### config.mk
export PLATFORM = sky130hd
export DESIGN_NAME = dec_scan_driver_flat
export DESIGN_NICKNAME = d
export VERILOG_FILES = /design/src/rtl/dec_scan_if.sv /design/src/rtl/dec_scan_driver.sv /design/src/flat_wrapper.sv
export SDC_FILE = /design/constraint.sdc
export NUM_CORES = 1
export LEC_CHECK = 0
export ABC_AREA = 1
export BUFFER_PORTS_ARGS = -buffer_cell sky130_fd_sc_hd__buf_2
export CAP_MARGIN = 15
export CORE_ASPECT_RATIO = 1.25
export CORE_MARGIN = 2
export CORE_UTILIZATION = 50
export DETAILED_ROUTE_END_ITERATION = 6
export GPL_TIMING_DRIVEN = 0
export PLACE_DENSITY = 0.77
export SYNTH_ARGS = -nofsm -noshare
export SYNTH_HDL_FRONTEND = slang
export SYNTH_SLANG_ARGS = --single-unit
export TNS_END_PERCENT = 1
### constraint.sdc
create_clock -name clk -period 1.5 [get_ports clk]
set_clock_uncertainty 0.05 [all_clocks]
set_input_delay 0.15 -clock clk [delete_from_list [all_inputs] [get_ports clk]]
set_output_delay 0.15 -clock clk [all_outputs]
set_load 0.05 [all_outputs]
### src/rtl/dec_scan_if.sv
`default_nettype none
// ============================================================================
// Module   : dec_scan_if
// Brief    : Control and decoded-line bundle for dec_scan_driver.
// Revision : 1.0 - initial release
// ============================================================================
interface dec_scan_if #(
    parameter int N       = 4,
    parameter int DWELL_W = 8
);
    logic                 en;
    logic                 mode;
    logic [N-1:0]         w;
    logic                 w_valid;
    logic [DWELL_W-1:0]   dwell;
    logic [(1<<N)-1:0]    out;
    logic [N-1:0]         idx;
    logic                 wrap;

    modport master (
        output en, mode, w, w_valid, dwell,
        input  out, idx, wrap
    );

    modport slave (
        input  en, mode, w, w_valid, dwell,
        output out, idx, wrap
    );
endinterface
`default_nettype wire

### src/rtl/dec_scan_driver.sv
`default_nettype none
// ============================================================================
// Module   : dec_scan_driver
// Brief    : Registered N-to-2^N one-hot decoder with direct and scan modes.
//            Optional anti-ghosting blanking: define DEC_SCAN_BLANK_EN.
// Revision : 1.0 - initial release
// ============================================================================
module dec_scan_driver #(
    parameter int N       = 4,
    parameter int DWELL_W = 8
) (
    input  logic      clk,
    input  logic      rst_n,
    dec_scan_if.slave bus
);
    localparam int W = 1 << N;

`ifdef DEC_SCAN_BLANK_EN
    localparam logic BLANK_EN = 1'b1;
`else
    localparam logic BLANK_EN = 1'b0;
`endif

    localparam logic [1:0] S_IDLE   = 2'd0;
    localparam logic [1:0] S_DIRECT = 2'd1;
    localparam logic [1:0] S_SCAN   = 2'd2;

    localparam logic [N-1:0]       IDX_ONE = {{(N-1){1'b0}}, 1'b1};
    localparam logic [W-1:0]       OUT_ONE = {{(W-1){1'b0}}, 1'b1};
    localparam logic [DWELL_W-1:0] CNT_ONE = {{(DWELL_W-1){1'b0}}, 1'b1};

    logic [1:0]         r_state;
    logic [DWELL_W-1:0] r_cnt;
    logic [N-1:0]       r_idx;
    logic [W-1:0]       r_out;
    logic               r_wrap;
    logic               r_blank;

    logic [N-1:0]       w_idx_inc;
    logic               w_adv;
    logic [W-1:0]       w_line_inc;
    logic [W-1:0]       w_line_sel;
    logic [W-1:0]       w_line_cur;

    assign w_idx_inc  = r_idx + IDX_ONE;
    assign w_adv      = (r_cnt >= bus.dwell);
    assign w_line_inc = OUT_ONE << w_idx_inc;
    assign w_line_sel = OUT_ONE << bus.w;
    assign w_line_cur = OUT_ONE << r_idx;

    always_ff @(posedge clk or negedge rst_n) begin
        if (!rst_n) begin
            r_state <= S_IDLE;
            r_cnt   <= '0;
            r_idx   <= '0;
            r_out   <= '0;
            r_wrap  <= 1'b0;
            r_blank <= 1'b0;
        end else if (!bus.en) begin
            r_state <= S_IDLE;
            r_cnt   <= '0;
            r_idx   <= '0;
            r_out   <= '0;
            r_wrap  <= 1'b0;
            r_blank <= 1'b0;
        end else begin
            case (r_state)
                S_IDLE: begin
                    r_cnt   <= '0;
                    r_wrap  <= 1'b0;
                    r_blank <= 1'b0;
                    if (bus.mode) begin
                        r_state <= S_SCAN;
                        r_idx   <= '0;
                        r_out   <= OUT_ONE;
                    end else begin
                        r_state <= S_DIRECT;
                    end
                end
                S_DIRECT: begin
                    r_cnt  <= '0;
                    r_wrap <= 1'b0;
                    if (bus.mode) begin
                        r_state <= S_SCAN;
                        r_idx   <= '0;
                        r_out   <= OUT_ONE;
                        r_blank <= 1'b0;
                    end else if (r_blank) begin
                        // Blank slot ends: show the pending line, or a newer one.
                        r_blank <= 1'b0;
                        if (bus.w_valid) begin
                            r_idx <= bus.w;
                            r_out <= w_line_sel;
                        end else begin
                            r_out <= w_line_cur;
                        end
                    end else if (bus.w_valid) begin
                        r_idx <= bus.w;
                        if (BLANK_EN && (r_out != '0) && (bus.w != r_idx)) begin
                            r_out   <= '0;
                            r_blank <= 1'b1;
                        end else begin
                            r_out <= w_line_sel;
                        end
                    end
                end
                S_SCAN: begin
                    if (!bus.mode) begin
                        r_state <= S_DIRECT;
                        r_out   <= '0;
                        r_cnt   <= '0;
                        r_wrap  <= 1'b0;
                        r_blank <= 1'b0;
                    end else if (r_blank) begin
                        r_out   <= w_line_cur;
                        r_blank <= 1'b0;
                        r_cnt   <= '0;
                        r_wrap  <= 1'b0;
                    end else if (w_adv) begin
                        // >= lets a lowered dwell cut the current hold short.
                        r_cnt  <= '0;
                        r_idx  <= w_idx_inc;
                        r_wrap <= (w_idx_inc == '0);
                        if (BLANK_EN) begin
                            r_out   <= '0;
                            r_blank <= 1'b1;
                        end else begin
                            r_out <= w_line_inc;
                        end
                    end else begin
                        r_cnt  <= r_cnt + CNT_ONE;
                        r_wrap <= 1'b0;
                    end
                end
                default: begin
                    r_state <= S_IDLE;
                    r_cnt   <= '0;
                    r_idx   <= '0;
                    r_out   <= '0;
                    r_wrap  <= 1'b0;
                    r_blank <= 1'b0;
                end
            endcase
        end
    end

    assign bus.out  = r_out;
    assign bus.idx  = r_idx;
    assign bus.wrap = r_wrap;

endmodule
`default_nettype wire

### src/flat_wrapper.sv
// flat-port wrapper written by rule: the top's interface ports become plain ports
module dec_scan_driver_flat 
#(
    parameter int N       = 4,
    parameter int DWELL_W = 8
)
  (clk, rst_n, bus_en, bus_mode, bus_w, bus_w_valid, bus_dwell, bus_out, bus_idx, bus_wrap);
  dec_scan_if #(.N(N), .DWELL_W(DWELL_W)) bus_i ();
  input  logic clk;
  input  logic rst_n;
  input wire logic [$bits(bus_i.en)-1:0] bus_en;
  input wire logic [$bits(bus_i.mode)-1:0] bus_mode;
  input wire logic [$bits(bus_i.w)-1:0] bus_w;
  input wire logic [$bits(bus_i.w_valid)-1:0] bus_w_valid;
  input wire logic [$bits(bus_i.dwell)-1:0] bus_dwell;
  output wire logic [$bits(bus_i.out)-1:0] bus_out;
  output wire logic [$bits(bus_i.idx)-1:0] bus_idx;
  output wire logic [$bits(bus_i.wrap)-1:0] bus_wrap;
  assign bus_i.en = bus_en;
  assign bus_i.mode = bus_mode;
  assign bus_i.w = bus_w;
  assign bus_i.w_valid = bus_w_valid;
  assign bus_i.dwell = bus_dwell;
  assign bus_out = bus_i.out;
  assign bus_idx = bus_i.idx;
  assign bus_wrap = bus_i.wrap;
  dec_scan_driver #(.N(N), .DWELL_W(DWELL_W)) u_core (.clk(clk), .rst_n(rst_n), .bus(bus_i));
endmodule
==> results.txt <==
The area of all sequential standard cells came out at roughly 800 um^2. The combined area of the multi-input logic cells came out at around 1400 um^2. The async set-or-reset flop fraction in the synthesized netlist came out at 100%.

The headroom to the max-slew limit came out at a little over half. The share of total power in the clock network came out at 30.0%. The clock edge transition at the registers on the reported setup and hold paths is approximately 70 ps. The top cell types in the final layout, fill and taps aside, are sky130_fd_sc_hd__nand2_1, sky130_fd_sc_hd__buf_2, sky130_fd_sc_hd__inv_1. In this run the remaining antenna-violating nets after routing total 0. The switching power came out at about 1100 uW. The number of pins with negative max-slew slack in the final report came out at 0.

The number of antenna diodes is 0. The data required time at the worst endpoint is 1670 ps. Combinational logic is responsible for 37.0% of the overall power. The library cell used most frequently in the layout, excluding fill and tap cells, is sky130_fd_sc_hd__nand2_1.

The count of state elements after synthesis came out at 31. The number of failing hold endpoints at the final stage came to 0. The worst endpoint data arrival time is 1880 ps. The critical path in this run is classified as register to register.

In this run the critical register-to-register path is captured at u_core.bus.out[0]$_DFFE_PN0P_. The floorplan step defined a die boundary enclosing 4940 um^2. Counting stages on the worst path, the most repeated cell is sky130_fd_sc_hd__nand2_2. The relative area change from synthesis to final layout is 32.3%. The count of yosys warnings during synthesis came out at 0.

From bottom edge to top edge, the die measures roughly 78 um. For this design, the slowest cell found on the critical path is sky130_fd_sc_hd__dfrtp_1. The minimum setup slack in the final design is -207 ps. The worst-path maximum fanout is 10. The maximum count of clock buffers along a single path is 2. The mean instance size in the synthesized netlist is around 7.8 um^2. The number of setup violations in the final report came out at 28. Buffers placed on the I/O ports in this run total 37.

The netlist area before placement came out at between 2000 and 2500 um^2. After synthesis, flip-flops and latches occupy 35.4% of the total area. The starting utilization of the core area came out at 52.7%. Routability-driven placement finished with a final weighted congestion of 0.922.

The via count of the first global-routing pass is 1994. The pre-CTS setup slack is -316 ps. The number of fill cells in the layout is between 300 and 400. CTS built an H-tree with a depth of 2. The gate count of the mapped netlist is 283. In the final routed layout, each cell accounts on average for 13.3 um. The cell depth of the worst flop-to-flop path is 11. For hold timing, the worst endpoint is u_core.r_state[1]$_DFFE_PN0P_.

The slack of the worst reg-to-reg path came out at -210 ps. Entering global routing, the biggest net connects 32 pins. The top achievable clock speed is approximately 590 MHz. The slew of the pin with the lowest slew margin came out at 696 ps. The placed standard-cell area is 2480 um^2.

The final total negative setup slack came out at -4800 ps. The largest stage delay on the critical path came out at 420 ps. The via density per instance is 5.31.

The main flop type after synthesis is sky130_fd_sc_hd__dfrtp_1. The initialized floorplan defines 26 standard-cell rows. The area of the core is 4160 um^2. The TritonCTS clock tree is built. The final reports fail on negative setup slack. The flow ran to the end, but the final reports show violations.

Counting distinct cell types in the post-synthesis netlist gives 30. The combined global-route utilization of all metal layers is 22.6%. Yosys mapped a number of flops with a built-in enable equal to 0.

The final clock period utilization by the worst path is 114%. The initial antenna violation count is 0. The post-route netlist has 38.4% of its cells at a drive strength greater than 1. The die width is between 60 and 70 um. In this run the critical register-to-register path is launched from u_core.r_state[1]$_DFFE_PN0P_. The critical path launch point type is a register. The reported max-cap violation count is 0.

The detailed-router iteration count before antenna repair is 5. Counting the buffers created by CTS gives 5. The clock latency on the worst-skew pair is 290 ps. The root buffer cell chosen for the clock tree is sky130_fd_sc_hd__clkbuf_8. In the routed design, unresolved DRC markers number 0.

The number of top-level pins is 38. Once layout is done, the placed cells without fillers occupy 2900 um^2. The final layout contains 383 nets. The first-iteration detailed-routing DRC count came out at 130. The number of cells on the worst hold path came out at 3. The sum of buffers and inverters on the critical path came out at 4.

The cell class contributing the biggest share of worst-path delay is flip-flops. The cell area power density came out at about 1000 nW/um^2. In this run the most critical hold path is launched from bus_en. IR analysis of the VDD net gives a maximum drop of 0.783 mV. The total grt overflow is 0.

The HPWL after detailed placement came out at between 3000 and 4000 um. The sequential fraction of design power came out at 33.0%. The critical path goes through inv_2 -> ha_2 -> nand2_2 -> o22ai_1 -> inv_1 -> nor2_2 -> inv_4 -> nand2_8 -> buf_12 -> nand2_2 -> o21ai_2. The first-pass GRT wire length came out at 8920 um.

STA classifies the critical path endpoint as a register. The cell-internal power came out at between 1500 and 2000 uW. The total detailed-routing wirelength is 5380 um. The min-delay analysis places its worst path in the category input port to register. The net count of the mapped netlist came out at 318. The static power due to leakage is 0.00144 uW.

The count of vias placed by the detailed router is 2149. The clock drives 31 sinks. The switching part of the total power is 36.6%. Setup repair after global routing could not meet its margin everywhere. The final critical path time including I/O delays and setup came out at 1710 ps.
-- stage by stage --
| step | hold slack (ps) | cells | total power [uW] | util (%) |
|---|---|---|---|---|
| detailed placement | 183 | 376 | 1840 | 59.7 |
| global placement | 176 | 376 | 1820 | 59.7 |
| finish | 209 | 405 | 2890 | 69.7 |
| CTS | 198 | 400 | 2850 | 67.9 |
| floorplan | -196 | 283 | 1630 | - |
| global route | 217 | 405 | 3050 | 69.7 |
-- worst max path at each step --
stage,startpoint,end,slack (ps),cells after the start
after floorplan,u_core.r_cnt[5]$_DFF_PN0_,u_core.bus.out[6]$_DFFE_PN0P_,-130,9
after global placement,u_core.r_state[0]$_DFFE_PN0P_,u_core.bus.out[1]$_DFFE_PN0P_,-310,8
after detailed placement,u_core.r_state[0]$_DFFE_PN0P_,u_core.bus.out[7]$_DFFE_PN0P_,-320,9
after CTS,u_core.r_cnt[2]$_DFF_PN0_,u_core.bus.idx[3]$_DFFE_PN0P_,-170,10
after global routing,u_core.r_cnt[1]$_DFF_PN0_,u_core.bus.idx[1]$_DFFE_PN0P_,-310,10
final,u_core.r_state[1]$_DFFE_PN0P_,u_core.bus.out[0]$_DFFE_PN0P_,-210,11
-- flip-flops by register name, indices dropped and copies added, names as in the netlist --
register	count
u_core.bus.out	16
u_core.r_cnt	8
u_core.bus.idx	4
u_core.r_state	2
u_core.bus.wrap	1
-- cells by family (layout without fill, tap and decap cells) --
group | count (synthesis) | in the layout | synth area share [%]
DFF | 31 | 31 | 35.4
adders and majority gates | 18 | 18 | 10.3
buffers and inverters | 43 | 109 | 9.13
and+or+nand+nor | 142 | 142 | 30.0
xor gates and xnor gates | 2 | 2 | 0.799
AOI/OAI and AO/OA | 47 | 47 | 14.4
-- cell usage after synthesis (3+ instances only) --
library cell	count	area share, %
sky130_fd_sc_hd__a21oi_1	9	2.1
sky130_fd_sc_hd__nand3_1	27	6.2
sky130_fd_sc_hd__nor3b_1	3	1.0
sky130_fd_sc_hd__nand4_1	7	2.0
sky130_fd_sc_hd__o21ai_0	8	1.8
sky130_fd_sc_hd__inv_2	3	0.51
sky130_fd_sc_hd__o22ai_1	11	3.1
sky130_fd_sc_hd__o21ai_2	16	6.4
sky130_fd_sc_hd__inv_1	34	5.8
sky130_fd_sc_hd__nand2_2	7	2.0
sky130_fd_sc_hd__dfrtp_1	31	35
sky130_fd_sc_hd__nor2_1	16	2.7
sky130_fd_sc_hd__nand2_1	73	12
sky130_fd_sc_hd__ha_1	18	10
-- power by group through the flow --
stage | Combinational (uW) | Sequential [uW] | Clock [uW]
2_1_floorplan | 575 | 1060 | 0
5_1_grt | 1170 | 958 | 928
3_5_place_dp | 872 | 965 | 0
6_report | 1070 | 951 | 867
3_3_place_gp | 862 | 962 | 0
4_1_cts | 1010 | 950 | 887
-- layout make-up --
cell class	instances	share of cell area [%]
multi-input cells	209	47.3
flip-flops and latches	31	26.9
repair buffers	58	12.2
inverters	38	5.00
clock buffers	6	2.85
well taps	56	2.41
plain buffers	5	2.20
clock inverters	2	1.21
-- metal layers --
| metal | global-route usage (%) | wire (um) |
|---|---|---|
| met1 | 28.0 | 2260 |
| met2 | 38.9 | 2720 |
| met3 | 4.15 | 286 |
| met4 | 8.91 | 116 |
| met5 | 0 | 0 |
-- worst register-to-register path, delay by kind of cell (launching register included) --
family | cells | cell delay, ps
DFF | 1 | 420
buffers and inverters | 4 | 390
and+or+nand+nor | 4 | 380
adders and majority gates | 1 | 210
AOI/OAI and AO/OA | 2 | 170
-- repair_timing --
action,CTS,global route
endpoints found under the setup margin,29,31
hold endpoints to repair,31,0
setup buffers,14,5
hold buffers,1,0
resized for setup,24,8
cloned,1,0
pin swaps,9,6
Power figures use the tool's default switching activity.
